### src/rtl/boa_muldiv_seq.sv
// Sequenced RV32M unit: registered multiplier with fixed MUL_LAT latency, 1-bit/cycle restoring divider.
// Optional last-division result cache enabled by defining BOA_MULDIV_CACHE_EN.
module boa_muldiv_seq #(
  parameter int MUL_LAT = 2
) (
  input  logic        clk,
  input  logic        rst,
  input  logic        flush,
  input  logic        req_valid,
  output logic        req_ready,
  input  logic [2:0]  funct3,
  input  logic [31:0] lhs,
  input  logic [31:0] rhs,
  output logic        res_valid,
  input  logic        res_ready,
  output logic [31:0] res,
  output logic        busy
);

  localparam int DATA_W = 32;
  localparam logic [1:0] MUL_LAST = 2'(MUL_LAT - 2);

  typedef enum logic [1:0] {IDLE, MUL, DIV, DONE} state_t;

  function automatic logic [DATA_W-1:0] mul_sel(input logic [2:0] f,
                                                input logic [DATA_W-1:0] a,
                                                input logic [DATA_W-1:0] b);
    logic signed [DATA_W:0]     a_x;
    logic signed [DATA_W:0]     b_x;
    logic signed [2*DATA_W-1:0] p;
    a_x = signed'({(f[1:0] != 2'd3) & a[DATA_W-1], a});
    b_x = signed'({~f[1] & b[DATA_W-1], b});
    p   = 64'(a_x) * 64'(b_x);
    return (f[1:0] == 2'd0) ? p[DATA_W-1:0] : p[2*DATA_W-1:DATA_W];
  endfunction

  function automatic logic [DATA_W-1:0] neg_if(input logic neg, input logic [DATA_W-1:0] v);
    return neg ? (~v + 32'd1) : v;
  endfunction

  function automatic logic [DATA_W-1:0] abs_if(input logic sgn, input logic [DATA_W-1:0] v);
    return neg_if(sgn & v[DATA_W-1], v);
  endfunction

  state_t state, state_nxt;

  logic              accept;
  logic              div_sgn_in;
  logic              dbz_in;
  logic              ovf_in;
  logic              fast_in;
  logic              hit_in;
  logic [DATA_W-1:0] fast_res_in;
  logic [DATA_W-1:0] hit_res_in;

  logic [1:0]        op_p0;
  logic [DATA_W-1:0] lhs_p0;
  logic [DATA_W-1:0] rhs_p0;
  logic [DATA_W-1:0] mul_p1;
  logic [1:0]        mul_cnt;
  logic [5:0]        div_cnt;
  logic [DATA_W-1:0] quo_p1;
  logic [DATA_W-1:0] rem_p1;
  logic [DATA_W-1:0] dsr_p1;
  logic              q_neg_p1;
  logic              r_neg_p1;

  logic [DATA_W:0]   shl;
  logic              qbit;
  logic [DATA_W-1:0] rem_sub;
  logic [DATA_W-1:0] rem_nxt;
  logic [DATA_W-1:0] quo_nxt;
  logic [DATA_W-1:0] quo_fin;
  logic [DATA_W-1:0] rem_fin;
  logic              div_last;
  logic              mul_last;

  assign accept      = req_valid && req_ready;
  assign div_sgn_in  = ~funct3[0];
  assign dbz_in      = (rhs == '0);
  assign ovf_in      = div_sgn_in && (lhs == 32'h8000_0000) && (rhs == 32'hFFFF_FFFF);
  assign fast_in     = funct3[2] && (dbz_in || ovf_in);
  assign fast_res_in = dbz_in ? (funct3[1] ? lhs : 32'hFFFF_FFFF)
                              : (funct3[1] ? 32'h0 : 32'h8000_0000);

`ifdef BOA_MULDIV_CACHE_EN
  logic              cache_vld;
  logic              cache_sgn;
  logic [DATA_W-1:0] cache_lhs;
  logic [DATA_W-1:0] cache_rhs;
  logic [DATA_W-1:0] cache_quo;
  logic [DATA_W-1:0] cache_rem;

  always_ff @(posedge clk) begin
    if (rst)
      cache_vld <= 1'b0;
    else if (div_last && !flush)
      cache_vld <= 1'b1;
  end

  always_ff @(posedge clk) begin
    if (div_last && !flush) begin
      cache_sgn <= op_p0[0];
      cache_lhs <= lhs_p0;
      cache_rhs <= rhs_p0;
      cache_quo <= quo_fin;
      cache_rem <= rem_fin;
    end
  end

  assign hit_in     = funct3[2] && !fast_in && cache_vld && (cache_sgn == funct3[0]) &&
                      (lhs == cache_lhs) && (rhs == cache_rhs);
  assign hit_res_in = funct3[1] ? cache_rem : cache_quo;
`else
  assign hit_in     = 1'b0;
  assign hit_res_in = '0;
`endif

  assign req_ready = (state == IDLE) && !flush;
  assign busy      = (state != IDLE);
  assign res_valid = (state == DONE);
  assign div_last  = (state == DIV) && (div_cnt == 6'd32);
  assign mul_last  = (state == MUL) && (mul_cnt == MUL_LAST);

  always_ff @(posedge clk) begin
    if (rst)
      state <= IDLE;
    else
      state <= state_nxt;
  end

  always_comb begin
    state_nxt = state;
    case (state)
      IDLE: begin
        if (accept) begin
          if (!funct3[2])
            state_nxt = (MUL_LAT == 1) ? DONE : MUL;
          else if (fast_in || hit_in)
            state_nxt = DONE;
          else
            state_nxt = DIV;
        end
      end
      MUL:  if (mul_last) state_nxt = DONE;
      DIV:  if (div_last) state_nxt = DONE;
      DONE: if (res_ready) state_nxt = IDLE;
      default: state_nxt = IDLE;
    endcase
    if (flush)
      state_nxt = IDLE;
  end

  // Stage p0/p1: operand capture and product register at accept
  always_ff @(posedge clk) begin
    if (accept) begin
      op_p0   <= funct3[1:0];
      lhs_p0  <= lhs;
      rhs_p0  <= rhs;
      mul_p1  <= mul_sel(funct3, lhs, rhs);
      mul_cnt <= '0;
      div_cnt <= '0;
    end else begin
      if (state == MUL)
        mul_cnt <= mul_cnt + 2'd1;
      if (state == DIV)
        div_cnt <= div_cnt + 6'd1;
    end
  end

  // Restoring iteration: shift in next dividend bit, subtract when it fits
  assign shl     = {rem_p1, quo_p1[DATA_W-1]};
  assign qbit    = (shl >= {1'b0, dsr_p1});
  assign rem_sub = shl[DATA_W-1:0] - dsr_p1;
  assign rem_nxt = qbit ? rem_sub : shl[DATA_W-1:0];
  assign quo_nxt = {quo_p1[DATA_W-2:0], qbit};
  assign quo_fin = neg_if(q_neg_p1, quo_nxt);
  assign rem_fin = neg_if(r_neg_p1, rem_nxt);

  always_ff @(posedge clk) begin
    if (state == DIV) begin
      if (div_cnt == 6'd0) begin
        quo_p1   <= abs_if(~op_p0[0], lhs_p0);
        dsr_p1   <= abs_if(~op_p0[0], rhs_p0);
        rem_p1   <= '0;
        q_neg_p1 <= ~op_p0[0] & (lhs_p0[DATA_W-1] ^ rhs_p0[DATA_W-1]);
        r_neg_p1 <= ~op_p0[0] & lhs_p0[DATA_W-1];
      end else begin
        quo_p1 <= quo_nxt;
        rem_p1 <= rem_nxt;
      end
    end
  end

  // Result register feeding writeback
  always_ff @(posedge clk) begin
    if (rst)
      res <= '0;
    else if (!flush) begin
      if (accept && fast_in)
        res <= fast_res_in;
      else if (accept && hit_in)
        res <= hit_res_in;
      else if (accept && !funct3[2] && (MUL_LAT == 1))
        res <= mul_sel(funct3, lhs, rhs);
      else if (mul_last)
        res <= mul_p1;
      else if (div_last)
        res <= op_p0[1] ? rem_fin : quo_fin;
    end
  end

endmodule

### config.mk
export PLATFORM = sky130hd
export DESIGN_NAME = boa_muldiv_seq
export DESIGN_NICKNAME = d
export VERILOG_FILES = /design/src/rtl/boa_muldiv_seq.sv
export SDC_FILE = /design/constraint.sdc
export NUM_CORES = 2
export LEC_CHECK = 0
export CELL_PAD_IN_SITES_DETAIL_PLACEMENT = 2
export CELL_PAD_IN_SITES_GLOBAL_PLACEMENT = 2
export CORE_AREA = 10 10 385 387
export CTS_CLUSTER_DIAMETER = 60
export DETAILED_ROUTE_END_ITERATION = 16
export DIE_AREA = 0 0 395 397
export GPL_TIMING_DRIVEN = 0
export PLACE_DENSITY_LB_ADDON = 0.1
export SYNTH_ARGS = -nofsm -noshare
export SYNTH_HDL_FRONTEND = slang
export SYNTH_SLANG_ARGS = --single-unit
### constraint.sdc
create_clock -name clk -period 9.05 [get_ports clk]
set_input_delay 0.905 -clock clk [delete_from_list [all_inputs] [get_ports clk]]
set_output_delay 0.905 -clock clk [all_outputs]
set_load 0.01 [all_outputs]
==> flow_metrics.tcl <==
set metrics [dict create \
    clk_latency_ns 0.58 \
    vias 44000 \
    root_buffer "clkbuf_16" \
    htree_levels 2 \
    final_common_cell "inv_1" \
    status "complete, no violations" \
    crit_top_cell "fa_1" \
    synth_cell_types 85 \
    layout-area-overhead-vs-synth_pct 10.4 \
    fill_cells 15400 \
    clkTransAtPathRegs_ns 0.06 \
    num_io_pins 107 \
    setup_viol 0 \
    globalRouteOverflowTotal 0 \
    routedWlPerCell_um 32.0 \
    synth.area.top_cells "fa_1 43%, edfxtp_1 11%, inv_1 8.3%, nand2_1 6.1%, ha_1 6.0%" \
    hold_viol 0 \
    drive_gt1_share_pct 7.29 \
    hpwl_um 210000 \
    layout_min_cycle_time_ns 9.02 \
    track_usage_pct 31.6 \
    yosys.area.top_type_share_pct 42.5 \
    final.setup.worst_slack_ns 0.0325 \
    path_delay_family "adder cells" \
    cts_tree "yes" \
    grt_start_max_net_pins 62 \
    numCtsBuffers 34 \
    path_class "in2reg" \
    vias_per_cell 5.60 \
    worstSetupEndpointType "flop" \
    rows 138 \
    slowest_stage "fa_2" \
    pre_cts_ws_ns -3.94 \
    ys.warnings.count 0 \
    core_um2 141000 \
    tightest_slew_ns 1.17 \
    nets 7381 \
    startpoint_type "input pin" \
    synth_ff_type "edfxtp_1" \
    fmax_ghz 0.111 \
    synth_edf_count 196 \
    critPathMaxStageDelay_ns 0.71 \
    syn_inst 5820 \
    antenna_found_initial 29 \
    crit_required_ns 9.32 \
    dr.pass1.iters 5 \
    slew_violations 0 \
    arrival_ns 9.28 \
    place_congestion 0.942 \
    avgSynthCellArea_um2 9.11 \
    drc_errors 0 \
    slew_headroom_pct 21.2 \
    rsz0062_at_grt "true" \
    drv_cap 0 \
    ant_nets 0 \
    initial_utilization_pct 37.7 \
    die_area_um2 157000 \
    yosysTopAreaCell "fa_1" \
    ys_seq_elements 238 \
    die_y_um 397 \
    syn-num-nets 7274 \
    yosysSeqAreaShare_pct 12.7 \
    synthArstFlopShare_pct 0 \
    critPathMaxFanout 10 \
    fin_skew_ns 0.0459 \
    ctsHoldBuffers 0 \
    routed_wl_um 251000 \
    fin_crit_sh_pct 99.6 \
    syn_area_um2 53000 \
    grt_pass1_vias 49600 \
    layout_common_cells "1167 x inv_1, 1118 x fa_1, 858 x nand2_1, 359 x and2_1, 247 x ha_1" \
    cp_num_buf_inv 5 \
    portBuffers 106 \
    grt_first_pass_wirelength_um 360000 \
    hp-class "reg2reg" \
    drt_iter0_drc 3318 \
    clockBufferDepth 3 \
    die_w_um 395 \
    cts_num_sinks 238 \
]
-- final cells by class --
class / instances / area, um2 / area share [%]
multi-input combinational: 4055 / 40800 / 69.7
inverter: 1174 / 4420 / 7.55
clock buffer: 44 / 950 / 1.62
clock inverter: 16 / 199 / 0.340
tap: 1890 / 2360 / 4.04
timing repair buffer: 131 / 1160 / 1.98
buffer: 293 / 1890 / 3.22
sequential: 238 / 6730 / 11.5
antenna: 7 / 17.5 / 0.0299
-- per-layer routing --
metal	track usage (%)	vias to the layer above	share of wire [%]
met2	54.3	1453	48
met1	40.1	23900	40
met5	0	-	0.036
met3	3.41	492	5.6
li1	-	18100	-
met4	13.9	12	5.8
-- worst min-delay path, cell delays in order, from the launching register on --
cell	delay, ns
dfxtp_1	0.33
mux2i_1	0.07
nor2_1	0.08
-- final timing paths --
check	from	end	slack [ns]	depth (start not counted)
worst max register to register	rem_p1[23]	res[20]	1.77	22
worst max-delay path	lhs[2]	mul_p1[11]	0.03	25
worst min register to register	mul_cnt[1]	mul_cnt[1]	0.51	2
worst min-delay path	mul_cnt[1]	mul_cnt[1]	0.51	2
-- flip-flops by register name, summed over array words and instances, names as in the netlist --
name,flops
op_p0,2
res,32
lhs_p0,32
state,2
mul_p1,32
div_cnt,6
quo_p1,32
r_neg_p1,1
mul_cnt,2
rem_p1,32
q_neg_p1,1
rhs_p0,32
dsr_p1,32
-- cells in the mapped netlist, drive strengths merged, types with 10 or more instances --
library cell,number
nor3b,10
o41ai,10
xor2,79
buf,16
a31oi,26
or3,21
fa,1126
or2,17
o21ai,181
dfxtp,42
nand4,29
a211oi,24
nand3,34
and2,362
nand2,861
ha,256
or4,12
a311oi,12
mux2i,28
o21a,16
nor3,57
o21bai,12
nand2b,20
o31ai,45
o211ai,17
inv,1173
nor4,36
nor2,219
and3,21
nor2b,19
xnor2,138
clkbuf,337
a21oi,192
a21o,48
edfxtp,196
-- kinds of logic after synthesis --
family | synth area share [%]
xor gates and xnor gates | 3.58
AOI/OAI and AO/OA | 8.09
muxes | 0.699
buffers and inverters | 10.9
and+or+nand+nor | 15.5
DFF | 12.7
adders and majority gates | 48.6
-- what timing repair did --
item                       4_1_cts  5_1_grt
setup endpoints to repair       32       22
pin swaps                        6       14
gates resized for setup        573      232
buffers inserted                13        9
-- stage by stage --
step | TNS [ns] | hold slack (ns) | instances | util [%] | cell area [um2]
after CTS | 0 | 0.510 | 7837 | 41.5 | 58400
after floorplan | 0 | 0.460 | 5820 | - | 53000
after global placement | -82.53 | 0.475 | 7816 | 40.2 | 56400
final | 0 | 0.511 | 7848 | 41.7 | 58600
after global routing | -0.161 | 0.544 | 7841 | 41.6 | 58500
after detailed placement | -85.91 | 0.493 | 7819 | 40.2 | 56500
Power is not shown: default switching activity piles up to over one toggle a cycle in this logic, so the estimate is an artifact.
